$ cat src/rtl/bcd2bin_seq_pkg.sv
// Shared types and constants for the sequential BCD-to-binary converter.
package bcd2bin_seq_pkg;

   typedef enum logic [1:0] {
      IDLE  = 2'd0,
      SHIFT = 2'd1,
      DONE  = 2'd2
   } state_t;

   localparam int         BCD_DIGIT_W = 4;
   localparam logic [3:0] BCD_CORR    = 4'd3;
   localparam logic [3:0] BCD_THRESH  = 4'd8;

   function automatic logic bcd_valid(input logic [3:0] digit);
      return (digit <= 4'd9);
   endfunction

endpackage

$ cat src/rtl/bcd2bin_seq_digit_corr.sv
// Per-digit reverse double-dabble correction: digits of 8 or more lose 3.
module bcd_digit_corr
   import bcd2bin_seq_pkg::*;
(
   input  logic [3:0] digit,
   output logic [3:0] digit_corr
);

   assign digit_corr = (digit >= BCD_THRESH) ? (digit - BCD_CORR) : digit;

endmodule

$ cat src/rtl/bcd2bin_seq.sv
// Iterative BCD-to-binary converter, one result bit per clock, start/busy/done handshake.
// Build option: define SIGNED_OUT_EN for a two's-complement OUT_W+1 bit result using sign_in.
module bcd2bin_seq
   import bcd2bin_seq_pkg::*;
#(
   parameter int NDIG  = 5,
   parameter int OUT_W = 17
) (
   input  logic                        clk,
   input  logic                        rst,
   input  logic                        start,
   input  logic [BCD_DIGIT_W*NDIG-1:0] bcd_in,
   input  logic                        sign_in,
   output logic                        busy,
   output logic                        done,
`ifdef SIGNED_OUT_EN
   output logic [OUT_W:0]              bin_out,
`else
   output logic [OUT_W-1:0]            bin_out,
`endif
   output logic                        ovf,
   output logic                        bad_digit
);

   localparam int W     = BCD_DIGIT_W * NDIG;
   localparam int CNT_W = $clog2(W);

   state_t             state, state_nxt;
   logic [W-1:0]       bcd_reg, bin_reg;
   logic [CNT_W-1:0]   cnt;
   logic [2*W-1:0]     shifted;
   logic [W-1:0]       bcd_corr;
   logic               last;
   logic               accept;
   logic               bad_nxt;
   logic               ovf_nxt;

   assign accept  = (state == IDLE) && start;
   assign last    = (cnt == CNT_W'(W - 1));
   assign shifted = {bcd_reg, bin_reg} >> 1;
   assign busy    = (state == SHIFT) || (state == DONE);
   assign done    = (state == DONE);

   for (genvar g = 0; g < NDIG; g++) begin : g_corr
      bcd_digit_corr u_corr (
         .digit      (shifted[W + BCD_DIGIT_W*g +: BCD_DIGIT_W]),
         .digit_corr (bcd_corr[BCD_DIGIT_W*g +: BCD_DIGIT_W])
      );
   end

   // Bits above OUT_W that survive the last shift mean the value does not fit.
   if (OUT_W < W) begin : g_ovf
      assign ovf_nxt = |shifted[W-1:OUT_W];
   end else begin : g_no_ovf
      assign ovf_nxt = 1'b0;
   end

   always_comb begin
      bad_nxt = 1'b0;
      for (int i = 0; i < NDIG; i++) begin
         if (!bcd_valid(bcd_in[BCD_DIGIT_W*i +: BCD_DIGIT_W])) bad_nxt = 1'b1;
      end
   end

   always_comb begin
      state_nxt = state;
      case (state)
         IDLE:    if (start) state_nxt = SHIFT;
         SHIFT:   if (last)  state_nxt = DONE;
         DONE:    state_nxt = IDLE;
         default: state_nxt = IDLE;
      endcase
   end

   always_ff @(posedge clk) begin
      if (rst) state <= IDLE;
      else     state <= state_nxt;
   end

   // Datapath shift registers; the correction result on the final shift is never used.
   always_ff @(posedge clk) begin
      if (accept) begin
         bcd_reg <= bcd_in;
         bin_reg <= '0;
      end else if (state == SHIFT) begin
         bcd_reg <= bcd_corr;
         bin_reg <= shifted[W-1:0];
      end
   end

`ifdef SIGNED_OUT_EN
   logic          sign_reg;
   logic [W:0]    mag_x;
   logic [OUT_W:0] res_nxt;

   assign mag_x   = {1'b0, shifted[W-1:0]};
   assign res_nxt = (sign_reg && (shifted[W-1:0] != '0)) ? -mag_x[OUT_W:0] : mag_x[OUT_W:0];

   always_ff @(posedge clk) begin
      if (accept) sign_reg <= sign_in;
   end
`else
   logic             unused_sign;
   logic [OUT_W-1:0] res_nxt;

   assign unused_sign = sign_in;
   assign res_nxt     = shifted[OUT_W-1:0];
`endif

   always_ff @(posedge clk) begin
      if (rst) begin
         cnt       <= '0;
         bin_out   <= '0;
         ovf       <= 1'b0;
         bad_digit <= 1'b0;
      end else begin
         if (accept) begin
            cnt       <= '0;
            bad_digit <= bad_nxt;
         end else if (state == SHIFT) begin
            cnt <= cnt + 1'b1;
            if (last) begin
               bin_out <= res_nxt;
               ovf     <= ovf_nxt;
            end
         end
      end
   end

endmodule

$ cat config.mk
export PLATFORM = sky130hd
export DESIGN_NAME = bcd2bin_seq
export DESIGN_NICKNAME = d
export VERILOG_FILES = /design/src/rtl/bcd2bin_seq_pkg.sv /design/src/rtl/bcd2bin_seq_digit_corr.sv /design/src/rtl/bcd2bin_seq.sv
export SDC_FILE = /design/constraint.sdc
export NUM_CORES = 1
export LEC_CHECK = 0
export BUFFER_PORTS_ARGS = -buffer_cell sky130_fd_sc_hd__buf_4
export CAP_MARGIN = 5
export CORE_MARGIN = 5
export CORE_UTILIZATION = 56
export DETAILED_ROUTE_END_ITERATION = 8
export PLACE_DENSITY = 0.79
export SYNTH_ARGS = -nofsm -noshare
export SYNTH_HDL_FRONTEND = slang
export SYNTH_SLANG_ARGS = --single-unit
$ cat constraint.sdc
create_clock -name clk -period 2.17 [get_ports clk]
set_input_delay 0.434 -clock clk [delete_from_list [all_inputs] [get_ports clk]]
set_output_delay 0.434 -clock clk [all_outputs]
set_load 0.01 [all_outputs]
==> run metrics, run 1 <==
status complete, no violations; max reg flops 20; Pwr Density around 1100 nW/µm²; synthesized netlist cell count 300; Worst EP arrival around 2 ns; asr flop ratio synth 0; DR pass1 iterations 4; WL final roughly 5.8 mm; CTS tree built; vias per inst about 5.3; clk root buf clkbuf_8; clk buf depth 2; leak pwr approximately 1.4 nW; ANT cells 0; post-CTS setup buffers 0; H-tree levels 3; first-pass GRT wire length ~9.5 mm; skew final about 0.006 ns; pin count of the biggest net entering global routing 34; unrepaired setup endpoints after global routing no; Die ar. roughly 6800 µm²; Setup crit start kind flip-flop; cts hold-fix bufs 0; PostCTS Resize Cnt 0; Final WS setup 0.3980 ns; period utilisation layout 0.8166; most common cell in the netlist dfxtp_1; Yosys top cell by area dfxtp_1; Mapped Nets approximately 340; I/O pin total 45; register bit total from synthesis 65; Initial Utilization 0.5742; Routed wire per std cell around 14 µm; synth cell count leaders dfxtp_1, o21ai_0, nand2_1; Num Clock Sinks 65; maxcap violations 0; Port Buffer Count 43; TritonCTS Buffers 9; Tot GR Track Use 0.1871; endpoint class of the critical path flip-flop; peak clock frequency supported by timing around 560 MHz; worst setup path category reg -> reg; Post-synth EDFFs 20; ys flop type dfxtp_1; total grt overflow 0; share of cells above drive strength 1 0.1943; area of the multi-input gates roughly 1300 µm²; Final Setup Violations 0; Clock Latency Late Sink around 0.33 ns; post-route ant nets 0; Least-Margin Pin Slew roughly 0.49 ns; VDD IR max between 0.5 and 0.6 mV; gpl congestion 0.7790; HPWL after DPL approximately 4.0 mm; Syn. warnings 0; top post-synthesis cells by area dfxtp_1, edfxtp_1, mux2i_1; worst relative slew slack 0.6690; vias in the first global route 2088; initial antenna violation count 0; DRC Markers 0; Seq/Total Area, Yosys 0.5119; WP data required ~2.4 ns; row count 26; mean post-synth cell area slightly below 10 µm²; worst min path class in -> reg; Seq. cell area approximately 1500 µm²; synthesized cell area approximately 2900 µm²; worst hold slack ~0.37 ns; total power draw between 3 and 4 mW; CTS clk-pin slew, worst paths about 0.070 ns; dpl ws around 0.41 ns; post-layout min period 1.772 ns; vias between 2000 and 2500; Netlist cell types 31; top-area cell type share of the netlist area 0.3072; TNS Setup 0 ns; CP Max Fanout 11; Core Region ~5100 µm²; Final nets around 380; fillcell total roughly 410; height of the die between 80 and 90 µm; Final Core Density 0.6874; DRT iter0 DRCs 166; final hold violation count 0; area delta synth->final 19.71%; Die X 82.37 µm; final max-slew violation count 0
placed cells by master (no fill, tap or decap), drive strengths merged, types with 3 or more instances in the layout:
cell | synthesis | final
buf | 12 | 52
dfxtp | 45 | 45
o21ai | 40 | 40
nand2 | 31 | 31
mux2i | 25 | 25
a21oi | 23 | 23
nor2 | 21 | 21
edfxtp | 20 | 20
nand3 | 17 | 17
clkbuf | 6 | 15
ha | 13 | 13
inv | 10 | 10
xnor2 | 9 | 9
nor2b | 5 | 5
nor3 | 5 | 5
nand2b | 3 | 3
xor2 | 3 | 3
final cells by class:
class	instances	area share
Tap cell	70	0.02495
Clock inverter	1	0.002138
Clock buffer	15	0.05310
Timing Repair Buffer	52	0.1112
Inverter	10	0.01069
Multi-Input combinational cell	207	0.3703
Sequential cell	65	0.4277
final timing paths:
kind | start | to | slack, ns | cells after the start
max | cnt[0] | bin_out[14] | 0.40 | 5
min reg2reg | bin_reg[1] | bin_out[0] | 0.47 | 2
min | bcd_in[16] | bcd_reg[16] | 0.37 | 3
max reg2reg | cnt[0] | bin_out[14] | 0.40 | 5
metrics by stage:
step                      cell area (µm²)  cells
after detailed placement             3317    404
after global placement               3317    404
after floorplan                      2933    300
after global routing                 3511    420
final                                3511    420
after CTS                            3511    420
cells by family (layout without fill, tap and decap cells):
kind of cell / Yosys count / count (layout) / synth area share
and+or+nand+nor: 90 / 90 / 0.1433
AOI/OAI and AO/OA: 67 / 67 / 0.1233
DFF: 65 / 65 / 0.5119
buffers and inverters: 28 / 78 / 0.04480
muxes: 25 / 25 / 0.08532
adders and majority gates: 13 / 13 / 0.05546
xor gates and xnor gates: 12 / 12 / 0.03584
per-layer routing:
metal,vias up,wire [µm],global-route usage
li1,1123,-,-
met1,1043,2615,0.2295
met2,41,2799,0.3077
met3,10,255,0.04338
met4,0,109,0.09302
met5,-,0,0
power breakdown:
group          total [mW]  switching, mW  internal [mW]
Clock               0.965          0.424          0.541
Sequential           1.77          0.200           1.57
Combinational        1.02          0.552          0.466
Total                3.75           1.18           2.58
critical path, stage by stage, from the launching register on:
cell and delay [ns]:
dfxtp_1 0.38, ha_1 0.23, nand4bb_1 0.43, buf_4 0.35, o21ai_0 0.18, a21oi_1 0.09
Note: power is estimated with default switching activity, not from simulation.
==> run 2: changes to the inputs <==
CORE_UTILIZATION = 51   (was 56)
PLACE_DENSITY = 0.76   (was 0.79)
clock period = 1.5 ns   (was 2.17 ns; I/O delays follow)
==> run 2 against run 1 <==
  * Final cell count up 1.4%
  * Critical path depth down 2
  * Final area up 1.7%
  * Clock power up 50%
  * Register-to-register slack worse by 0.31 ns
  * First-iteration DRC count down 46%
  * Die area up 8.6%
  * Utilization down 4.3 points
  * Global-route usage down 1.3 points
  * Clock skew up 0.00089 ns
  * Flip-flop and latch count unchanged
==> run metrics, run 2 (synthesis results as in run 1) <==
status complete, no violations; Core Region 5540 µm² (+8.5%); dpl ws -0.01377 ns (-0.4197 ns); CTS tree built; leak pwr 1.461 nW (+2.5%); TritonCTS Buffers 9 (unchanged); worst path cell trace inv_2 > ha_2 > buf_4; fillcell total 473 (+16%); slowest CP cell dfxtp_2; pin count of the biggest net entering global routing 28 (-18%); vias in the first global route 2216 (+6.1%); Initial Utilization 0.5294 (-0.04487); area delta synth->final 21.71%; skew final 0.006896 ns (+0.0008878 ns); post-CTS setup buffers 0 (unchanged); row count 27 (+3.8%); Worst EP arrival 1.15 ns (-0.83 ns); Final WS setup 0.05198 ns (-0.3460 ns); Worst R2R Start state[0]; Port Buffer Count 43 (unchanged); Routed wire per std cell 13.84 µm (+0.59%); worst setup path category reg -> out; peak clock frequency supported by timing 690.6 MHz; Int Pwr 3.755 mW (+46%); maxcap violations 0 (unchanged); Num Clock Sinks 65 (unchanged); initial antenna violation count 0 (unchanged); vias per inst 5.230 (-0.92%); H-tree levels 3 (unchanged); worst relative slew slack 0.7227 (+0.05376); DR pass1 iterations 4 (unchanged); TNS Setup 0 ns (unchanged); crit path to busy; crit path from state[0]; post-layout min period around 1.4 ns; height of the die 85.83 µm (+4.2%); Final nets 386 (+1.0%); CTS clk-pin slew, worst paths 0.07 ns (about the same); Reg2Reg Depth 6 (+1); CP max stage delay 0.35 ns (-0.08 ns); most frequent cells in the layout buf_4, dfxtp_1, o21ai_0; clk root buf clkbuf_8; total grt overflow 0 (unchanged); power share of the combinational group 0.274 (+0.003); leading cell type in the layout, fill and taps excluded buf_4; share of cells above drive strength 1 0.2288 (+0.03453); HPWL after DPL 4.125 mm (+3.0%); clk buf depth 2 (unchanged); R2R setup slack 0.09 ns (-0.31 ns); Pwr Density 1553 nW/µm² (+45%); max reg flops 20 (unchanged); end of the worst register-to-register path bad_digit; clock power share 0.262 (+0.005); vias 2228 (+0.50%); sw power 1.789 mW (+52%); final hold violation count 0 (unchanged); WL final 5.896 mm (+2.0%); DRT iter0 DRCs 89 (-46%); final max-slew violation count 0 (unchanged); sequential group share of total power 0.464 (-0.008); endpoint class of the critical path output pin; period utilisation layout 0.9653; Least-Margin Pin Slew 0.4107 ns (-0.08303 ns); Die ar. 7367 µm² (+8.6%); I/O pin total 45 (unchanged); unrepaired setup endpoints after global routing yes; Final Setup Violations 0 (unchanged); post-route ant nets 0 (unchanged); switching power share of the total 0.3227 (+0.009370); DRC Markers 0 (unchanged); CP Max Fanout 3 (-8); VDD IR max 0.7685 mV (+47%); first-pass GRT wire length 10.14 mm (+6.8%); ANT cells 0 (unchanged); Tot GR Track Use 0.1738 (-0.01326); worst hold slack 0.2309 ns (-0.1352 ns); worst min path class in -> reg; Die X 85.83 µm (+4.2%); Setup crit start kind flip-flop; gpl congestion 0.7657 (-1.7%); Clock Latency Late Sink 0.34 ns (about the same); WP data required 1.20 ns (-1.18 ns)
==> run 2: cell types whose count changed in the layout (fill, tap and decap cells not counted), sizes merged <==
cell / before / now
buf: 52 / 56
bufinv: 0 / 1
clkbuf: 15 / 9
clkinv: 0 / 6
clkinvlp: 1 / 0
==> run 2: repair_timing <==
action                                  CTS  global route
resized for setup                         4             3
endpoints found under the setup margin    3            11
hold buffers                              0             0
endpoints found under the hold margin     0             0
==> run 2: power by group through the flow <==
| stage | Clock [mW] | Combinational (mW) | Sequential, mW |
|---|---|---|---|
| 6_report | 1.45 | 1.52 | 2.57 |
| 5_1_grt | 1.60 | 1.72 | 2.63 |
| 4_1_cts | 1.48 | 1.52 | 2.57 |
| 3_5_place_dp | 0 | 1.51 | 2.61 |
| 3_3_place_gp | 0 | 1.44 | 2.58 |
| 2_1_floorplan | 0 | 1.17 | 2.52 |
==> run 2: layout make-up <==
| cell class | count | area (µm²) | share of cell area |
|---|---|---|---|
| multi-input combinational | 207 | 1319 | 0.3694 |
| sequential | 65 | 1504 | 0.4213 |
| timing repair buffer | 56 | 424.2 | 0.1188 |
| tap | 72 | 90.09 | 0.02524 |
| clock buffer | 9 | 123.9 | 0.03470 |
| inverter | 10 | 37.54 | 0.01052 |
| clock inverter | 7 | 71.32 | 0.01998 |
==> run 2: how the worst min path moves through the flow <==
stage,from,endpoint,slack (ns),depth (start not counted)
floorplan,bin_reg[1],bin_out[0],0.44,2
global placement,bin_reg[1],bin_out[0],0.46,2
detailed placement,bin_reg[1],bin_out[0],0.47,2
CTS,bcd_in[8],bcd_reg[8],0.23,3
global route,bcd_in[8],bcd_reg[8],0.21,3
finish,bcd_in[17],bcd_reg[17],0.23,3
==> run 2: metal layers <==
layer  global-route usage  up-vias  part of all wire
met3              0.06052        6             0.053
met4              0.05180        0             0.011
li1                     -     1134                 -
met5                    0        -                 0
met2               0.2938       46              0.49
met1               0.2087     1042              0.45
==> run 2: through the flow <==
stage / total power, mW / instance area [µm²] / utilization / cells
final: 5.544 / 3570 / 0.6443 / 426
after global routing: 5.945 / 3570 / 0.6443 / 426
after CTS: 5.580 / 3560 / 0.6425 / 426
after detailed placement: 4.121 / 3359 / 0.6064 / 410
after global placement: 4.024 / 3359 / 0.6064 / 410
after floorplan: 3.693 / 2945 / - / 300
==> run 2: worst max-delay path: cells and delay by family, from the launching register on <==
kind,cells,cell delay (ns)
DFF,1,0.35
adders and majority gates,1,0.30
buffers and inverters,2,0.16
==> run 3: changes to the inputs <==
CORE_UTILIZATION = 45   (was 51)
PLACE_DENSITY = 0.68   (was 0.76)
SYNTH_HIERARCHICAL = 1   (was unset)
==> run 3 against run 2 <==
  * First-iteration DRC count grew 21%
  * Total power rose by 11%
  * Highest routed layer unchanged
  * Combinational power is 30% higher
  * Fmax grew 0.82%
  * Sequential power hardly changed
  * Clock power rose by 11%
  * Critical path type unchanged
  * Non-clock buffer count up 2
  * Clock skew increased by 0.0037 ns
  * Global-route usage decreased by 2.1 points
  * Register-to-register slack about the same
==> run metrics, run 3 <==
Adder-Cell Fraction of Synth Area 0.05943 (+0.003969); leading cell type in the layout, fill and taps excluded nand2_1; mux cell area share after synthesis 0.06656 (-0.01876); row count 30 (+11%); total grt overflow 0 (unchanged); Seq/Total Area, Yosys 0.4754 (-0.03651); Syn. warnings 6 (+6); post-layout min period 1.436 ns (-0.01183 ns); leak pwr 1.660 nW (+14%); hold_sp bcd_in[16]; vias in the first global route 2334 (+5.3%); VDD IR max 0.6363 mV (-17%); register bit total from synthesis 65 (unchanged); area delta synth->final 26.15%; I/O pin total 45 (unchanged); DR pass1 iterations 4 (unchanged); Compound-Gate Fraction of Synth Area 0.1105 (-0.01275); vias per inst 4.862 (-7.0%); gpl congestion 0.7487 (-2.2%); clk buf depth 2 (unchanged); placed cell count 472 (+15%); WP data required 1.20 ns (about the same); Tot GR Track Use 0.1528 (-0.02102); synth cell count leaders nand2_1, dfxtp_1, mux2i_1, nor2_1, edfxtp_1; post-route cell area 3984 µm² (+12%); post-route ant nets 0 (unchanged); maxcap violations 0 (unchanged); Die X 93.77 µm (+9.3%); XOR/XNOR share of the synthesized area 0.03883 (+0.002991); CTS clk-pin slew, worst paths 0.07 ns (about the same); skew final 0.01061 ns (+0.003709 ns); ANT cells 0 (unchanged); total power draw 6.158 mW (+11%); initial antenna violation count 0 (unchanged); Die ar. 8793 µm² (+19%); max reg flops 20 (unchanged); largest family of logic cells by synthesized area simple AND/OR/NAND/NOR gates; Worst R2R Start state[1]; DRT iter0 DRCs 108 (+21%); Worst EP arrival 1.14 ns (about the same); WL final 6.451 mm (+9.4%); most common cell in the netlist nand2_1; post-route insts no fill 491 (+15%); Final nets 429 (+11%); worst min path class in -> reg; synthesized cell area 3158 µm² (+7.7%); end of the worst register-to-register path bin_out[16]; synthesized netlist cell count 335 (+12%); fillcell total 609 (+29%); peak clock frequency supported by timing 696.3 MHz (+0.82%); Post-synth EDFFs 20 (unchanged); Netlist cell types 34 (+9.7%); Pwr Density 1546 nW/µm² (-0.48%); Num Clock Sinks 65 (unchanged); top-area cell type share of the netlist area 0.2853 (-0.02191); Final Setup Violations 0 (unchanged); endpoint class of the critical path output pin; Initial Utilization 0.4648 (-0.06453); Yosys top cell by area dfxtp_1; clk root buf clkbuf_8; Final Core Density 0.5864 (-0.05794); Routed wire per std cell 13.14 µm (-5.1%); H-tree levels 3 (unchanged); CP Max Fanout 3 (unchanged); period utilisation layout 0.9575 (-0.007888); share of cells above drive strength 1 0.2759 (+0.04714); Setup crit start kind flip-flop; ys flop type dfxtp_1; R2R setup slack 0.10 ns (about the same); vias 2387 (+7.1%); final max-slew violation count 0 (unchanged); asr flop ratio synth 0 (unchanged); DRC Markers 0 (unchanged); mean post-synth cell area 9.427 µm² (-3.6%); Simple-Gate Fraction of Synth Area 0.2017 (+0.05832); height of the die 93.77 µm (+9.3%); Clock Latency Late Sink 0.34 ns (about the same); Core Region 6794 µm² (+23%); most frequent cells in the layout nand2_1, buf_4, dfxtp_1; pin count of the biggest net entering global routing 38 (+36%); Port Buffer Count 43 (unchanged); placed standard-cell area 3657 µm² (+8.9%); final hold violation count 0 (unchanged); CTS tree built; unrepaired setup endpoints after global routing yes; Reg2Reg Depth 6 (unchanged); TritonCTS Buffers 9 (unchanged); HPWL after DPL 4.214 mm (+2.2%); WHS Path Cells 3 (unchanged); worst setup path category reg -> out; first-pass GRT wire length 10.61 mm (+4.6%); status complete, no violations; Hold EP bcd_reg[16]; top post-synthesis cells by area dfxtp_1, edfxtp_1, nand2_1
[run 3: per-layer routing]
metal  GRT usage  routed length [µm]  vias to the layer above
met5           0                   0                        -
met4     0.08905                 152                        0
met3     0.02644                 177                       13
met2      0.2507                3063                       31
met1      0.1875                3058                     1114
li1            -                   -                     1229
[run 3: kinds of logic after synthesis]
kind of cell | after synthesis
muxes | 21
xor gates and xnor gates | 14
AOI/OAI and AO/OA | 57
adders and majority gates | 15
buffers and inverters | 31
and+or+nand+nor | 131
other | 1
DFF | 65
[run 3: critical path: stages (launching register included)]
cell,delay (ns)
dfxtp_2,0.36
inv_2,0.06
buf_6,0.12
ha_4,0.14
buf_4,0.13
[run 3: final cells by class]
class                   instances  area (µm²)  area share
flip-flops and latches         65        1504      0.3775
clock inverters                 5       58.81     0.01476
repair buffers                 58       505.5      0.1269
inverters                      12       45.04     0.01131
multi-input cells             244        1588      0.3986
well taps                      96       120.1     0.03015
clock buffers                  11       162.7     0.04083
[run 3: stage by stage]
step / hold WS, ns / TNS, ns / worst slack, ns
finish: 0.2180 / 0 / 0.06381
global route: 0.2233 / -0.03034 / -0.01349
CTS: 0.2006 / 0 / 0.003146
detailed placement: 0.4593 / -0.01171 / -0.01171
global placement: 0.4546 / 0 / 0.03156
floorplan: 0.4431 / 0 / 0.01449
[run 3: worst max path at each step]
stage	startpoint	end	slack (ns)	depth (start not counted)
finish	state[0]	done	0.06	4
detailed placement	state[1]	bin_out[6]	-0.01	5
floorplan	state[0]	bcd_reg[12]	0.01	7
CTS	state[0]	done	0.003	4
global route	state[1]	cnt[3]	-0.01	6
global placement	state[1]	bin_out[6]	0.03	5
[run 3: timing repair]
action,4_1_cts,5_1_grt
gates resized for setup,4,16
buffers inserted,0,1
hold buffers,0,0
cloned,0,2
setup endpoints to repair,8,54
pin swaps,0,1
[run 3: power breakdown]
group          switching [mW]  total (mW)  internal, mW
Sequential              0.289        2.57          2.29
Clock                   0.686        1.61         0.920
Combinational            1.06        1.98         0.918
